==> config.mk <==
export PLATFORM = sky130hd
export DESIGN_NAME = axi_mst_initiator
export DESIGN_NICKNAME = d
export VERILOG_FILES = /design/src/rtl/axi_tb_pkg.sv /design/src/rtl/axi_ostd_fifo.sv /design/src/rtl/axi_mst_initiator.sv
export SDC_FILE = /design/constraint.sdc
export NUM_CORES = 1
export LEC_CHECK = 0
export BUFFER_PORTS_ARGS = -buffer_cell sky130_fd_sc_hd__buf_4
export CAP_MARGIN = 30
export CORE_MARGIN = 1
export CORE_UTILIZATION = 55
export DETAILED_ROUTE_END_ITERATION = 8
export PLACE_DENSITY = 0.88
export SYNTH_ARGS = -nofsm -noshare
export SYNTH_HDL_FRONTEND = slang
export SYNTH_SLANG_ARGS = --single-unit
==> constraint.sdc <==
create_clock -name aclk -period 5.9 [get_ports aclk]
set_input_delay 0.295 -clock aclk [delete_from_list [all_inputs] [get_ports aclk]]
set_output_delay 0.295 -clock aclk [all_outputs]
set_load 0.03 [all_outputs]
==> src/rtl/axi_tb_pkg.sv <==
// rtl/axi_tb_pkg.sv - shared widths, AXI encodings and FSM states for the crossbar bench master
package axi_tb_pkg;

    localparam int AXI_LEN_W   = 4;
    localparam int AXI_SIZE_W  = 3;
    localparam int AXI_BURST_W = 2;
    localparam int AXI_RESP_W  = 2;

    localparam logic [AXI_BURST_W-1:0] BURST_FIXED = 2'b00;
    localparam logic [AXI_BURST_W-1:0] BURST_INCR  = 2'b01;
    localparam logic [AXI_BURST_W-1:0] BURST_WRAP  = 2'b10;

    localparam logic [AXI_RESP_W-1:0] RESP_OKAY   = 2'b00;
    localparam logic [AXI_RESP_W-1:0] RESP_EXOKAY = 2'b01;
    localparam logic [AXI_RESP_W-1:0] RESP_SLVERR = 2'b10;
    localparam logic [AXI_RESP_W-1:0] RESP_DECERR = 2'b11;

    typedef enum logic [1:0] {
        W_IDLE,
        W_ADDR,
        W_DATA
    } wr_state_e;

    typedef enum logic {
        R_IDLE,
        R_ADDR
    } rd_state_e;

endpackage

==> src/rtl/axi_ostd_fifo.sv <==
// rtl/axi_ostd_fifo.sv - in-order tracker of outstanding bursts, head visible combinationally
module axi_ostd_fifo #(
    parameter int DEPTH = 4,
    parameter int WIDTH = 8
) (
    input  logic                     aclk,
    input  logic                     aresetn,
    input  logic                     srst,
    input  logic                     push,
    input  logic [WIDTH-1:0]         push_data,
    input  logic                     pop,
    output logic [WIDTH-1:0]         head,
    output logic [$clog2(DEPTH):0]   count,
    output logic                     empty,
    output logic                     full
);

    localparam int PTR_W = $clog2(DEPTH);
    localparam int CNT_W = PTR_W + 1;

    logic [WIDTH-1:0] mem [DEPTH];
    logic [PTR_W-1:0] wr_ptr;
    logic [PTR_W-1:0] rd_ptr;
    logic             do_push;
    logic             do_pop;

    assign empty   = (count == '0);
    assign full    = (count == CNT_W'(DEPTH));
    assign do_pop  = pop && !empty;
    assign do_push = push && (!full || do_pop);
    assign head    = mem[rd_ptr];

    always_ff @(posedge aclk) begin
        if (do_push) begin
            mem[wr_ptr] <= push_data;
        end
    end

    // DEPTH is a power of two, so the pointers wrap naturally.
    always_ff @(posedge aclk or negedge aresetn) begin
        if (!aresetn) begin
            wr_ptr <= '0;
            rd_ptr <= '0;
            count  <= '0;
        end else if (srst) begin
            wr_ptr <= '0;
            rd_ptr <= '0;
            count  <= '0;
        end else begin
            if (do_push) begin
                wr_ptr <= wr_ptr + 1'b1;
            end
            if (do_pop) begin
                rd_ptr <= rd_ptr + 1'b1;
            end
            case ({do_push, do_pop})
                2'b10:   count <= count + 1'b1;
                2'b01:   count <= count - 1'b1;
                default: count <= count;
            endcase
        end
    end

endmodule

==> src/rtl/axi_mst_initiator.sv <==
// rtl/axi_mst_initiator.sv - command-driven AXI3 burst master with in-order response checking
module axi_mst_initiator
    import axi_tb_pkg::*;
#(
    parameter int AXI_ADDR_W   = 32,
    parameter int AXI_ID_W     = 4,
    parameter int AXI_DATA_W   = 32,
    parameter int MST_OSTD_NUM = 4
) (
    input  logic                          aclk,
    input  logic                          aresetn,
    input  logic                          srst,

    input  logic                          cmd_valid,
    output logic                          cmd_ready,
    input  logic                          cmd_write,
    input  logic [AXI_ADDR_W-1:0]         cmd_addr,
    input  logic [3:0]                    cmd_len,
    input  logic [AXI_ID_W-1:0]           cmd_id,
    input  logic [AXI_DATA_W-1:0]         cmd_wdata_base,
    input  logic                          bready_en,
    input  logic                          rready_en,

    output logic                          awvalid,
    input  logic                          awready,
    output logic [AXI_ADDR_W-1:0]         awaddr,
    output logic [3:0]                    awlen,
    output logic [2:0]                    awsize,
    output logic [1:0]                    awburst,
    output logic [AXI_ID_W-1:0]           awid,

    output logic                          wvalid,
    input  logic                          wready,
    output logic [AXI_ID_W-1:0]           wid,
    output logic [AXI_DATA_W-1:0]         wdata,
    output logic [AXI_DATA_W/8-1:0]       wstrb,
    output logic                          wlast,

    input  logic                          bvalid,
    output logic                          bready,
    input  logic [AXI_ID_W-1:0]           bid,
    input  logic [1:0]                    bresp,

    output logic                          arvalid,
    input  logic                          arready,
    output logic [AXI_ADDR_W-1:0]         araddr,
    output logic [3:0]                    arlen,
    output logic [2:0]                    arsize,
    output logic [1:0]                    arburst,
    output logic [AXI_ID_W-1:0]           arid,

    input  logic                          rvalid,
    output logic                          rready,
    input  logic [AXI_ID_W-1:0]           rid,
    input  logic [AXI_DATA_W-1:0]         rdata,
    input  logic [1:0]                    rresp,
    input  logic                          rlast,

    output logic [$clog2(MST_OSTD_NUM):0] wr_ostd,
    output logic [$clog2(MST_OSTD_NUM):0] rd_ostd,
    output logic                          wr_done,
    output logic                          rd_done,
    output logic                          err_id,
    output logic                          err_len,
    output logic                          err_resp
);

    localparam int STRB_W = AXI_DATA_W / 8;
    localparam int TRK_W  = AXI_ID_W + AXI_LEN_W;
    localparam logic [AXI_SIZE_W-1:0] BEAT_SIZE = AXI_SIZE_W'($clog2(STRB_W));

    wr_state_e wr_state, wr_state_nxt;
    rd_state_e rd_state, rd_state_nxt;

    logic                  wr_full, wr_empty, rd_full, rd_empty;
    logic [TRK_W-1:0]      wr_head, rd_head;
    logic [AXI_ID_W-1:0]   wr_head_id, rd_head_id;
    logic [AXI_LEN_W-1:0]  rd_head_len, wr_head_len_unused;
    logic                  wr_accept, rd_accept;
    logic                  aw_hs, w_hs, ar_hs, b_hs, r_hs, wr_pop, rd_pop;

    logic [AXI_ADDR_W-1:0] aw_addr_q, ar_addr_q;
    logic [AXI_LEN_W-1:0]  aw_len_q, ar_len_q, w_beat_q, r_beat_q;
    logic [AXI_ID_W-1:0]   aw_id_q, ar_id_q;
    logic [AXI_DATA_W-1:0] w_base_q;
    logic                  rdata_unused;

    assign rdata_unused = ^rdata;

    assign cmd_ready = cmd_write ? ((wr_state == W_IDLE) && !wr_full)
                                 : ((rd_state == R_IDLE) && !rd_full);
    assign wr_accept = cmd_valid && cmd_ready && cmd_write;
    assign rd_accept = cmd_valid && cmd_ready && !cmd_write;

    assign aw_hs = awvalid && awready;
    assign w_hs  = wvalid && wready;
    assign ar_hs = arvalid && arready;

    assign bready = bready_en;
    assign rready = rready_en;
    assign b_hs   = bvalid && bready;
    assign r_hs   = rvalid && rready;

    // A response with nothing outstanding is flagged but must not disturb the trackers.
    assign wr_pop = b_hs && !wr_empty;
    assign rd_pop = r_hs && rlast && !rd_empty;

    assign wr_done = wr_pop;
    assign rd_done = rd_pop;

    assign {wr_head_id, wr_head_len_unused} = wr_head;
    assign {rd_head_id, rd_head_len}        = rd_head;

    axi_ostd_fifo #(
        .DEPTH (MST_OSTD_NUM),
        .WIDTH (TRK_W)
    ) u_wr_trk (
        .aclk      (aclk),
        .aresetn   (aresetn),
        .srst      (srst),
        .push      (wr_accept),
        .push_data ({cmd_id, cmd_len}),
        .pop       (wr_pop),
        .head      (wr_head),
        .count     (wr_ostd),
        .empty     (wr_empty),
        .full      (wr_full)
    );

    axi_ostd_fifo #(
        .DEPTH (MST_OSTD_NUM),
        .WIDTH (TRK_W)
    ) u_rd_trk (
        .aclk      (aclk),
        .aresetn   (aresetn),
        .srst      (srst),
        .push      (rd_accept),
        .push_data ({cmd_id, cmd_len}),
        .pop       (rd_pop),
        .head      (rd_head),
        .count     (rd_ostd),
        .empty     (rd_empty),
        .full      (rd_full)
    );

    always_ff @(posedge aclk or negedge aresetn) begin
        if (!aresetn) begin
            wr_state <= W_IDLE;
            rd_state <= R_IDLE;
        end else if (srst) begin
            wr_state <= W_IDLE;
            rd_state <= R_IDLE;
        end else begin
            wr_state <= wr_state_nxt;
            rd_state <= rd_state_nxt;
        end
    end

    always_comb begin
        wr_state_nxt = wr_state;
        awvalid      = 1'b0;
        wvalid       = 1'b0;
        wlast        = 1'b0;
        case (wr_state)
            W_IDLE: begin
                if (wr_accept) wr_state_nxt = W_ADDR;
            end
            W_ADDR: begin
                awvalid = 1'b1;
                if (aw_hs) wr_state_nxt = W_DATA;
            end
            W_DATA: begin
                wvalid = 1'b1;
                wlast  = (w_beat_q == aw_len_q);
                if (w_hs && wlast) wr_state_nxt = W_IDLE;
            end
            default: wr_state_nxt = W_IDLE;
        endcase
    end

    always_comb begin
        rd_state_nxt = rd_state;
        arvalid      = 1'b0;
        case (rd_state)
            R_IDLE: begin
                if (rd_accept) rd_state_nxt = R_ADDR;
            end
            R_ADDR: begin
                arvalid = 1'b1;
                if (ar_hs) rd_state_nxt = R_IDLE;
            end
            default: rd_state_nxt = R_IDLE;
        endcase
    end

    assign awaddr  = aw_addr_q;
    assign awlen   = aw_len_q;
    assign awid    = aw_id_q;
    assign awsize  = BEAT_SIZE;
    assign awburst = BURST_INCR;
    assign wid     = aw_id_q;
    assign wstrb   = '1;
    assign wdata   = w_base_q + AXI_DATA_W'(w_beat_q);
    assign araddr  = ar_addr_q;
    assign arlen   = ar_len_q;
    assign arid    = ar_id_q;
    assign arsize  = BEAT_SIZE;
    assign arburst = BURST_INCR;

    // Payload registers are only loaded on acceptance, so they stay stable until the handshake.
    always_ff @(posedge aclk or negedge aresetn) begin
        if (!aresetn) begin
            aw_addr_q <= '0; aw_len_q <= '0; aw_id_q <= '0; w_base_q <= '0; w_beat_q <= '0;
            ar_addr_q <= '0; ar_len_q <= '0; ar_id_q <= '0;
        end else if (srst) begin
            aw_addr_q <= '0; aw_len_q <= '0; aw_id_q <= '0; w_base_q <= '0; w_beat_q <= '0;
            ar_addr_q <= '0; ar_len_q <= '0; ar_id_q <= '0;
        end else begin
            if (wr_accept) begin
                aw_addr_q <= cmd_addr;
                aw_len_q  <= cmd_len;
                aw_id_q   <= cmd_id;
                w_base_q  <= cmd_wdata_base;
                w_beat_q  <= '0;
            end else if (w_hs) begin
                w_beat_q  <= w_beat_q + 1'b1;
            end
            if (rd_accept) begin
                ar_addr_q <= cmd_addr;
                ar_len_q  <= cmd_len;
                ar_id_q   <= cmd_id;
            end
        end
    end

    always_ff @(posedge aclk or negedge aresetn) begin
        if (!aresetn) begin
            r_beat_q <= '0;
            err_id   <= 1'b0;
            err_len  <= 1'b0;
            err_resp <= 1'b0;
        end else if (srst) begin
            r_beat_q <= '0;
            err_id   <= 1'b0;
            err_len  <= 1'b0;
            err_resp <= 1'b0;
        end else begin
            if (r_hs && !rd_empty) begin
                r_beat_q <= rlast ? '0 : r_beat_q + 1'b1;
            end
            if ((b_hs && (wr_empty || bid != wr_head_id)) ||
                (r_hs && (rd_empty || rid != rd_head_id))) begin
                err_id <= 1'b1;
            end
            if (r_hs && !rd_empty && (rlast != (r_beat_q == rd_head_len))) begin
                err_len <= 1'b1;
            end
            if ((b_hs && bresp != RESP_OKAY) || (r_hs && rresp != RESP_OKAY)) begin
                err_resp <= 1'b1;
            end
        end
    end

endmodule
==> results of run 1 <==
[state kept, by name, summed over array words and instances (netlist names), 2 cells and up]
name	flops
araddr	32
awaddr	32
u_rd_trk.mem	32
w_base_q	32
u_wr_trk.mem	16
arid	4
arlen	4
awid	4
awlen	4
r_beat_q	4
w_beat_q	4
u_rd_trk.count	3
u_wr_trk.count	3
u_rd_trk.rd_ptr	2
u_rd_trk.wr_ptr	2
u_wr_trk.rd_ptr	2
u_wr_trk.wr_ptr	2
wr_state	2
[metal layers]
metal  GRT usage [%]  up-vias
met4            9.00        0
met1            34.5     3430
met5               0        -
met2            46.9      257
li1                -     3297
met3            6.32       37
[worst max-delay path: cells and delay by family (launching register included)]
kind	cells	cell delay [ns]
fa+ha+maj	2	0.62
buf+inv	3	0.53
compound gates	2	0.40
simple gates	2	0.39
xor+xnor	1	0.23
flops	1	0.46
[synth_stat cells, types with 14 or more instances]
cell and number:
ha_1 14, xnor2_1 34, a21oi_1 125, clkbuf_1 34, edfxtp_1 48, nor3_1 26, buf_4 20, inv_1 21
nand2_1 244, buf_2 14, xor2_1 24, nor2_1 26, dfrtp_1 140
[cell families after synthesis]
family | synth area share [%]
AND/OR/NAND/NOR | 17.2
AO/OA/AOI/OAI | 9.35
XOR/XNOR | 5.77
buffers and inverters | 4.97
other | 0.0853
multiplexers | 3.79
flip-flops | 56.2
adder cells (fa/ha/maj) | 2.67
[worst min path at each step]
| stage | startpoint | end | slack (ns) | cells after the start |
|---|---|---|---|---|
| finish | cmd_wdata_base[25] | w_base_q[25]$_DFFE_PN0P_ | 0.11 | 3 |
| detailed placement | aresetn | awaddr[6]$_DFFE_PN0P_ | 0.34 | 1 |
| floorplan | aresetn | araddr[0]$_DFFE_PN0P_ | -0.0006 | 0 |
| global placement | aresetn | awaddr[6]$_DFFE_PN0P_ | 0.34 | 1 |
| global route | cmd_addr[9] | araddr[9]$_DFFE_PN0P_ | 0.1 | 3 |
| CTS | cmd_addr[9] | awaddr[9]$_DFFE_PN0P_ | 0.09 | 3 |
[power by group through the flow]
stage	Combinational [mW]	Clock [mW]	Sequential, mW
after global placement	0.498	0	1.47
after detailed placement	0.509	0	1.47
final	0.512	1.16	1.45
after CTS	0.513	1.18	1.45
after floorplan	0.243	0	1.53
after global routing	0.553	1.23	1.46
[cell type report]
class | instances | area share [%]
clock buffer | 19 | 3.87
clock inverter | 13 | 1.48
sequential | 188 | 44.2
timing repair buffer | 240 | 16.4
inverter | 21 | 0.704
multi-input combinational | 602 | 31.0
tap | 211 | 2.36
[per-stage QoR]
stage	setup WS, ns	cell area, um^2	util, %
after detailed placement	3.06	10600	68.4
after global placement	3.08	10500	68.3
after CTS	2.55	11200	72.4
after global routing	2.31	11200	72.5
after floorplan	3.29	8850	-
final	2.55	11200	72.5
==> results.ini, run 1 <==
[outcome]
outcome=finished, final reports clean

[critical_path]
criticalPathCategory=register to output port
timing.critical_path.arrival_ns=3.05
path_cells=ha_1 -> inv_1 -> fa_1 -> nor2b_1 -> o21a_1 -> o21ai_0 -> buf_4 -> nor4_1 -> xor2_1 -> buf_4
crit_start=w_beat_q[0]$_DFFE_PN0P_
rr_endpoint=u_rd_trk.count[1]$_DFFE_PN0P_
setup.worst_path.end_class=output port
largest_stage_delay_on_the_critical_path_ns=0.46
cp_max_fo=6
crit_path_frequent_cell=buf_4
critical_r2r_launch=u_rd_trk.count[0]$_DFFE_PN0P_
critPathSlowestCell=dfrtp_1
crit_path_end=wdata[20]
critical_path_required_ns=5.61
worst_r2r_path_depth=7
cp-start-kind=register
reg2reg_slack_ns=3.36

[die]
die_width_um=129
floorplan.die_area_um2=16500
rows=45
design.portCount=277
die-height_um=129
coreArea_um2=15400
initial_utilization_pct=57.1

[logic_synthesis]
synth_area_per_cell_um2=10.1
ys.warnings.count=0
synth.distinct_cells=47
netlist.area_leader.share_pct=39.8
number_of_enable_flip_flop_cells_after_synthesis=48
synth.yosys.seq_area_share_pct=56.2
share_of_synthesized_registers_carrying_an_async_set_or_reset_pct=74.5
netlist_instances=868
synth-seq-cells=188
synth.area.top_cells=dfrtp_1 (40%), edfxtp_1 (16%), nand2_1 (10%)
post_synth_instance_area_um2=8810
prevailing_post_synth_register_cell=dfrtp_1
biggest_area_consumer_among_synthesized_cells=dfrtp_1

[placed_design]
placed_cells=1260
port_buffer_count=230
place_congestion=0.837
dpl.hpwl_um=14700

[sta]
maxSlewHeadroom_pct=36.6
rsz0062_at_grt=no
tightestPinTransition_ns=0.951
fin_setup_tns_ns=0
fin_skew_ns=0.0109
setup_viol_count_final=0
hold_viol=0
final_number_of_max_transition_violations=0
timing.fmax_ghz=0.299
period_needed_ns=3.35
layout_worst_path_cycle_share_pct=56.7
hold-worst-slack_ns=0.107

[layout]
finalNonFillerCells=1294
area.sequential_um2=4940
finish.net_count=1216
area_used_by_multi_input_combinational_logic_um2=3470
layout.cells.most_common_list=nand2_1 (244), buf_4 (236), dfrtp_1 (140), a21oi_1 (125), edfxtp_1 (48)
areaGrowthSynthToFinish_pct=27.1
fill_cells=1133
layout.cells.most_common=nand2_1
final_layout_size_suffix_gt1_share_pct=26.2
insertedDiodeCount=0

[drt]
routed.top_layer=met4
detailroute.wirelength.met3_um=1320
first_pass_iters=5
detailedRoute.firstIterationViolations=585
vias=7021
finalWirelength_um=22000
route.detailed.wl_per_inst_um=17.0
wire_length_on_met1_um=8930
ant_nets=0
met2_length_um=11300
route.detailed.drc=0
viasPerCell=5.43

[power_and_ir_drop]
netsw_mw=0.871
pwr-share-clk_pct=37.3
max-vdd-ir-drop_mv=0.202
finalPower_mw=3.13
share_of_power_burned_in_combinational_logic_pct=16.4
p_seq_share_pct=46.3
power_density_nw_per_um2=279
swShare_pct=27.9
internal_pwr_total_mw=2.26
p_leak_nw=5.05

[clocking]
clock_sink_count=188
cts.reportedPaths.clkPinSlew_ns=0.07
cts_buffer_depth=2
cts_inserted_buffers=17
cts.htree.levels=4
clk-insertion-delay-late_ns=0.43
post_cts_resize_count=0
cts.repair_timing.setup_buffer_count=0
cts.root.buffer_cell=clkbuf_16
cts-hold-fix-buffers=1
tritoncts=done

[grt]
grt_first_pass_wirelength_um=34600
grtUsageTotal_pct=27.4
vias_in_the_first_global_route=6904
gr-total-overflow=0
grt_antenna_before_repair=0
grt_max_degree=87

[job]
cap_viol_max_count=0

[hold_path]
hold_path.class=input port to register

(Power assumes the default switching activity.)
==> run 2, diff against run 1 <==
ABC_AREA = 1   (was unset)
CORE_UTILIZATION = 47   (was 55)
PLACE_DENSITY = 0.8   (was 0.88)
clock period = 2.7 ns   (was 5.9 ns; I/O delays follow)
==> results.ini, run 2 <==
[job]
cap_viol_max_count=0  ; unchanged

[layout]
layout.cells.most_common_list=nand2_1 (282), buf_4 (247), dfrtp_1 (138), inv_1 (128), nor2_1 (89)  ; was nand2_1 (244), buf_4 (236), dfrtp_1 (140), a21oi_1 (125), edfxtp_1 (48)
areaGrowthSynthToFinish_pct=32.3  ; was 27.1%
finalNonFillerCells=1591  ; was 1,294
insertedDiodeCount=0  ; unchanged
finish.net_count=1459  ; was 1,216
layout.cells.most_common=nand2_1  ; unchanged
final_layout_size_suffix_gt1_share_pct=27.6  ; was 26.2%

[logic_synthesis]
synthTopCellsByCount=nand2_1 (282), dfrtp_1 (140), inv_1 (129)  ; was nand2_1 (244), dfrtp_1 (140), a21oi_1 (125)
synth.distinct_cells=40  ; was 47
synthAdderAreaFrac_pct=2.51  ; was 2.67%
prevailing_post_synth_register_cell=dfrtp_1  ; unchanged
synth_compound_gate_area_share_pct=3.31  ; was 9.35%
biggest_area_consumer_among_synthesized_cells=dfrtp_1  ; unchanged
post-synth-top-count-cell=nand2_1  ; unchanged
number_of_enable_flip_flop_cells_after_synthesis=48  ; unchanged
main_combinational_cell_family_by_area_after_synthesis=simple AND/OR/NAND/NOR gates  ; unchanged
xor_xnor_share_of_the_synthesized_area_pct=3.83  ; was 5.77%
netlist.area_leader.share_pct=37.4  ; was 39.8%
ys.warnings.count=0  ; unchanged
synth_area_per_cell_um2=9.00  ; was 10.1 um^2
synth.area.top_cells=dfrtp_1 (37%), edfxtp_1 (15%), nand2_1 (11%)  ; was dfrtp_1 (40%), edfxtp_1 (16%), nand2_1 (10%)
synth.mux.area_fraction_pct=4.80  ; was 3.79%
yosys.area_share.simple_pct=23.5  ; was 17.2%
netlist_instances=1042  ; was 868
synth.yosys.seq_area_share_pct=52.7  ; was 56.2%
synth-seq-cells=188  ; unchanged
share_of_synthesized_registers_carrying_an_async_set_or_reset_pct=74.5  ; unchanged
post_synth_instance_area_um2=9380  ; was 8810 um^2

[placed_design]
dpl.hpwl_um=16700  ; was 14,700 um
port_buffer_count=230  ; unchanged
place_congestion=0.913  ; was 0.837
placed_cells=1505  ; was 1,260

[clocking]
clk-insertion-delay-late_ns=0.44  ; was 0.43 ns
clock_sink_count=188  ; unchanged
cts_buffer_depth=2  ; unchanged
cts.root.buffer_cell=clkbuf_16  ; unchanged
tritoncts=done  ; unchanged
cts.htree.levels=4  ; unchanged
cts.reportedPaths.clkPinSlew_ns=0.08  ; was 0.07 ns
cts_inserted_buffers=17  ; unchanged

[die]
design.portCount=277  ; unchanged
rows=51  ; was 45
die_width_um=143  ; was 129 um
floorplan.die_area_um2=20500  ; was 16,500 um^2
coreArea_um2=19500  ; was 15,400 um^2
initial_utilization_pct=48.0  ; was 57.1%
die-height_um=143  ; was 129 um

[power_and_ir_drop]
p_leak_nw=6.31  ; was 5.05 nW
power_density_nw_per_um2=659  ; was 279 nW/um^2
max-vdd-ir-drop_mv=0.475  ; was 0.202 mV
finalPower_mw=8.17  ; was 3.13 mW

[grt]
grtUsageTotal_pct=24.4  ; was 27.4%
grt_max_degree=99  ; was 87
grt_first_pass_wirelength_um=38000  ; was 34,600 um
grt_antenna_before_repair=0  ; unchanged
vias_in_the_first_global_route=7751  ; was 6,904
gr-total-overflow=0  ; unchanged

[critical_path]
timing.critical_path.arrival_ns=2.51  ; was 3.05 ns
critical_path_required_ns=2.57  ; was 5.61 ns
criticalPathCategory=register to output port  ; unchanged
cp_max_fo=4  ; was 6
setup.worst_path.end_class=output port  ; unchanged
worst_r2r_path_depth=9  ; was 7
cp-start-kind=register  ; unchanged
crit_start=w_beat_q[0]$_DFFE_PN0P_  ; unchanged
rr_endpoint=wr_state[0]$_DFFE_PN0P_  ; was u_rd_trk.count[1]$_DFFE_PN0P_
reg2reg_slack_ns=0.60  ; was 3.36 ns
critical_r2r_launch=wr_state[0]$_DFFE_PN0P_  ; was u_rd_trk.count[0]$_DFFE_PN0P_
crit_path_end=wdata[18]  ; was wdata[20]

[drt]
route.detailed.drc=0  ; unchanged
vias=7810  ; was 7,021
route.detailed.wl_per_inst_um=15.3  ; was 17.0 um
ant_nets=0  ; unchanged
first_pass_iters=4  ; was 5
viasPerCell=4.91  ; was 5.43
finalWirelength_um=24300  ; was 22,000 um
detailedRoute.firstIterationViolations=362  ; was 585

[sta]
layout_worst_path_cycle_share_pct=97.9
setup_viol_count_final=0  ; unchanged
maxSlewHeadroom_pct=37.4  ; was 36.6%
hold_viol=0  ; unchanged
fin_skew_ns=0.0125  ; was 0.0109 ns
tightestPinTransition_ns=0.939  ; was 0.951 ns
rsz0062_at_grt=yes  ; was no
period_needed_ns=2.64
fin_setup_tns_ns=0  ; unchanged
timing.fmax_ghz=0.378
final_number_of_max_transition_violations=0  ; unchanged

[hold_path]
hold_path.class=input port to register  ; unchanged

[outcome]
outcome=finished, final reports clean  ; unchanged

## run 2: changes by cell type in the layout (fill, tap and decap cells not counted), sizes merged, moves of 39 or more
cell and delta:
a21oi -117, mux2 +39, nand2 +45, inv +118
nand3 +76, nor2 +75, dlygate4sd3 +43
## run 2: routing by layer
layer	part of all wire [%]	routed length, um	GRT usage [%]	up-vias
met3	9.1	2200	8.25	33
met2	49	11800	41.3	292
li1	-	-	-	3807
met5	0	0	0	-
met1	41	9850	29.1	3678
met4	1.7	423	7.95	0
## run 2: worst max-delay path, cell delays in order, from the launching register on
cell,delay (ns)
dfrtp_1,0.35
ha_2,0.19
inv_2,0.04
fa_2,0.38
o21ai_2,0.11
nand2_1,0.07
nand2_2,0.14
nand2_4,0.08
nor2_4,0.14
nand3_2,0.10
buf_4,0.16
xor2_1,0.14
buf_4,0.19
## run 2: area by class of cell
class                           count  area (um^2)
Multi-Input combinational cell    677         3660
Inverter                          134          508
Clock inverter                     15          165
Tap cell                          265          332
Sequential cell                   188         4950
Fill cell                        1614         7120
Timing Repair Buffer              295         2370
Clock buffer                       17          425
## run 2: logic make-up after synthesis
family / count (synthesis)
flops: 188
fa+ha+maj: 17
buf+inv: 189
simple gates: 510
mux: 40
compound gates: 55
other cells: 2
xor+xnor: 41
## run 2: worst min path at each step
stage,cells past startpoint,startpoint,endpoint,slack (ns)
finish,5,cmd_addr[10],awaddr[10]$_DFFE_PN0P_,0.01
global route,5,cmd_addr[10],awaddr[10]$_DFFE_PN0P_,0.02
CTS,5,cmd_addr[15],awaddr[15]$_DFFE_PN0P_,0.0005
detailed placement,1,aresetn,awaddr[24]$_DFFE_PN0P_,0.19
global placement,1,aresetn,araddr[24]$_DFFE_PN0P_,0.19
floorplan,0,aresetn,araddr[0]$_DFFE_PN0P_,-0.16
## run 2: per-stage QoR
stage | hold slack [ns] | utilization (%) | setup slack (ns) | cell area (um^2)
floorplan | -0.161 | - | 0.401 | 9420
global placement | 0.189 | 57.6 | 0.371 | 11300
detailed placement | 0.188 | 57.6 | 0.351 | 11300
CTS | 0.000535 | 63.0 | 0.0277 | 12300
global route | 0.0186 | 63.5 | -0.0731 | 12400
finish | 0.0131 | 63.5 | 0.0578 | 12400
## run 2: power breakdown
part	switching [mW]	internal, mW	leakage, nW
clock network	1.20	1.32	0.290
logic	1.40	0.807	3.77
registers	0.239	3.20	2.26
total	2.84	5.33	6.31
## run 2: what timing repair did
action                                 in CTS  in global routing
endpoints found under the hold margin     148                  0
hold buffers                               44                  0
buffers inserted                            2                  8
gates resized for setup                     2                 10
setup endpoints to repair                   5                 13
pin swaps                                   1                  9
==> run 3, diff against run 2 <==
ABC_AREA = unset   (was 1)
==> results.ini, run 3 (synthesis results as in run 1) <==
[outcome]
outcome=complete, but fails checks  ; was finished, final reports clean
violated_checks=DRC, setup timing

[sta]
setup_viol_count_final=1  ; was 0
hold-worst-slack_ns=0.0526  ; was 0.0131 ns
period_needed_ns=2.70  ; was 2.64 ns
final_number_of_max_transition_violations=0  ; unchanged
timing.fmax_ghz=0.370  ; was 0.378 GHz
hold_viol=0  ; unchanged
layout_worst_path_cycle_share_pct=100  ; was 97.9%
maxSlewHeadroom_pct=54.8  ; was 37.4%
fin_skew_ns=0.0135  ; was 0.0125 ns
fin_setup_tns_ns=-0.00105  ; was 0 ns
rsz0062_at_grt=yes  ; unchanged
tightestPinTransition_ns=0.677  ; was 0.939 ns
fin_ws_ns=-0.00105  ; was 0.0578 ns

[power_and_ir_drop]
share_of_power_burned_in_combinational_logic_pct=18.1  ; was 27.0%
netsw_mw=2.04  ; was 2.84 mW
pwr-share-clk_pct=35.9  ; was 30.9%
power_density_nw_per_um2=560  ; was 659 nW/um^2
finalPower_mw=6.86  ; was 8.17 mW
swShare_pct=29.7  ; was 34.7%
p_seq_share_pct=46.0  ; was 42.1%
max-vdd-ir-drop_mv=0.429  ; was 0.475 mV
internal_pwr_total_mw=4.82  ; was 5.33 mW
p_leak_nw=5.56  ; was 6.31 nW

[grt]
groute.layer.met1.usage_pct=30.0  ; was 29.1%
m3_gr_usage_pct=5.28  ; was 8.25%
grt_antenna_before_repair=0  ; unchanged
grt_first_pass_wirelength_um=36800  ; was 38,000 um
met2_usage_pct=41.4  ; was 41.3%
grt_max_degree=87  ; was 99
vias_in_the_first_global_route=7243  ; was 7,751
gr-total-overflow=0  ; unchanged
grtUsageTotal_pct=24.3  ; was 24.4%
grt.busiest_layer=met2  ; unchanged

[die]
rows=49  ; was 51
die-height_um=139  ; was 143 um
floorplan.die_area_um2=19300  ; was 20,500 um^2
initial_utilization_pct=48.5  ; was 48.0%
design.portCount=277  ; unchanged
die_width_um=139  ; was 143 um
coreArea_um2=18100  ; was 19,500 um^2

[clocking]
clock_sink_count=188  ; unchanged
clk-insertion-delay-late_ns=0.43  ; was 0.44 ns
cts_buffer_depth=2  ; unchanged
cts.root.buffer_cell=clkbuf_16  ; unchanged
tritoncts=done  ; unchanged
cts.htree.levels=4  ; unchanged
cts.reportedPaths.clkPinSlew_ns=0.08  ; about the same
cts_inserted_buffers=17  ; unchanged

[placed_design]
port_buffer_count=230  ; unchanged
place_worst_setup_slack_ns=0.357  ; was 0.351 ns
dpl.hpwl_um=14700  ; was 16,700 um
place_area_um2=10600  ; was 11,300 um^2
placed_cells=1283  ; was 1,505
place_congestion=0.815  ; was 0.913

[hold_path]
hold_path.class=input port to register  ; unchanged
min-delay-start=rvalid  ; was cmd_addr[10]

[layout]
areaGrowthSynthToFinish_pct=39.2  ; was 32.3%
finalNonFillerCells=1406  ; was 1,591
finish.net_count=1310  ; was 1,459
layout.cells.most_common_list=buf_4 (253), nand2_1 (243), dfrtp_1 (137), a21oi_1 (125), dlygate4sd3_1 (75)  ; was nand2_1 (282), buf_4 (247), dfrtp_1 (138), inv_1 (128), nor2_1 (89)
final_layout_size_suffix_gt1_share_pct=27.8  ; was 27.6%
fin_util_pct=67.5  ; was 63.5%
design_area_um2=12300  ; was 12,400 um^2
insertedDiodeCount=0  ; unchanged
layout.cells.most_common=buf_4  ; was nand2_1

[drt]
detailedRoute.firstIterationViolations=491  ; was 362
first_pass_iters=9  ; was 4
vias=7429  ; was 7,810
finalWirelength_um=23800  ; was 24,300 um
viasPerCell=5.28  ; was 4.91
ant_nets=0  ; unchanged
route.detailed.wl_per_inst_um=17.0  ; was 15.3 um
route.detailed.drc=9  ; was 0

[critical_path]
setup.worst_path.end_class=output port  ; unchanged
cp_top_family=simple AND/OR/NAND/NOR gates  ; was adder cells
critical_path_required_ns=2.57  ; about the same
timing.critical_path.arrival_ns=2.57  ; was 2.51 ns
criticalPathCategory=register to output port  ; unchanged
critPathSlowestCell=dfrtp_1  ; was fa_2
critical_r2r_launch=u_rd_trk.count[1]$_DFFE_PN0P_  ; was wr_state[0]$_DFFE_PN0P_
crit_start=w_base_q[17]$_DFFE_PN0P_  ; was w_beat_q[0]$_DFFE_PN0P_
path_cells=nand4_1 -> nor4_4 -> nand4_1 -> buf_4 -> nor4_1 -> xor2_1 -> buf_4  ; was ha_2 -> inv_2 -> fa_2 -> o21ai_2 -> nand2_1 -> nand2_2 -> nand2_4 -> nor2_4 -> nand3_2 -> buf_4 -> xor2_1 -> buf_4
cp-start-kind=register  ; unchanged
largest_stage_delay_on_the_critical_path_ns=0.40  ; was 0.38 ns
cp_max_fo=4  ; unchanged
crit_buf_inv=2  ; was 3

[job]
cap_viol_max_count=0  ; unchanged

-- run 3: cell types whose count changed in the layout (fill, tap and decap cells not counted), sizes merged, moves of 31 or more --
cell	delta
inv	-119
o21ai	-33
a21oi	+117
mux2	-39
xnor2	+33
nand3	-76
nand2	-45
nor2	-75
dlygate4sd3	+31
-- run 3: layer usage --
metal / vias up / wire (um)
li1: 3493 / -
met1: 3633 / 9840
met2: 257 / 12100
met3: 46 / 1330
met4: 0 / 586
met5: - / 0
-- run 3: layout make-up --
type,instances,area [um^2]
fill,1321,5890
sequential,188,4950
multi-input combinational,602,3610
timing repair buffer,334,2740
clock buffer,19,454
tap,229,287
clock inverter,13,133
inverter,21,78.8
-- run 3: tightest hold or removal path, cell delays in order --
cell and delay, ns:
buf_4 0.13, o211ai_1 0.07, a31oi_1 0.09
-- run 3: worst paths after layout --
| kind | endpoint | slack, ns | depth (start not counted) |
|---|---|---|---|
| min in group asynchronous | araddr[5]$_DFFE_PN0P_ | 0.25 | 2 |
| max reg2reg | u_rd_trk.count[2]$_DFFE_PN0P_ | 0.50 | 7 |
| min reg2reg | araddr[22]$_DFFE_PN0P_ | 0.52 | 2 |
| min | err_resp$_DFFE_PN0P_ | 0.05 | 3 |
| max in group asynchronous | awaddr[12]$_DFFE_PN0P_ | 1.53 | 3 |
| max | wdata[31] | -0.001 | 7 |
-- run 3: what timing repair did --
action,4_1_cts,5_1_grt
gates resized for setup,9,25
buffers inserted,0,15
setup endpoints to repair,7,17
hold endpoints to repair,211,0
pin swaps,2,12
hold buffers,75,0
cloned,0,1
-- run 3: power by group through the flow --
| stage | Clock [mW] | Sequential (mW) | Combinational [mW] |
|---|---|---|---|
| global placement | 0 | 3.21 | 1.11 |
| CTS | 2.49 | 3.16 | 1.22 |
| finish | 2.46 | 3.16 | 1.24 |
| global route | 2.61 | 3.18 | 1.33 |
| detailed placement | 0 | 3.21 | 1.13 |
| floorplan | 0 | 3.34 | 0.532 |
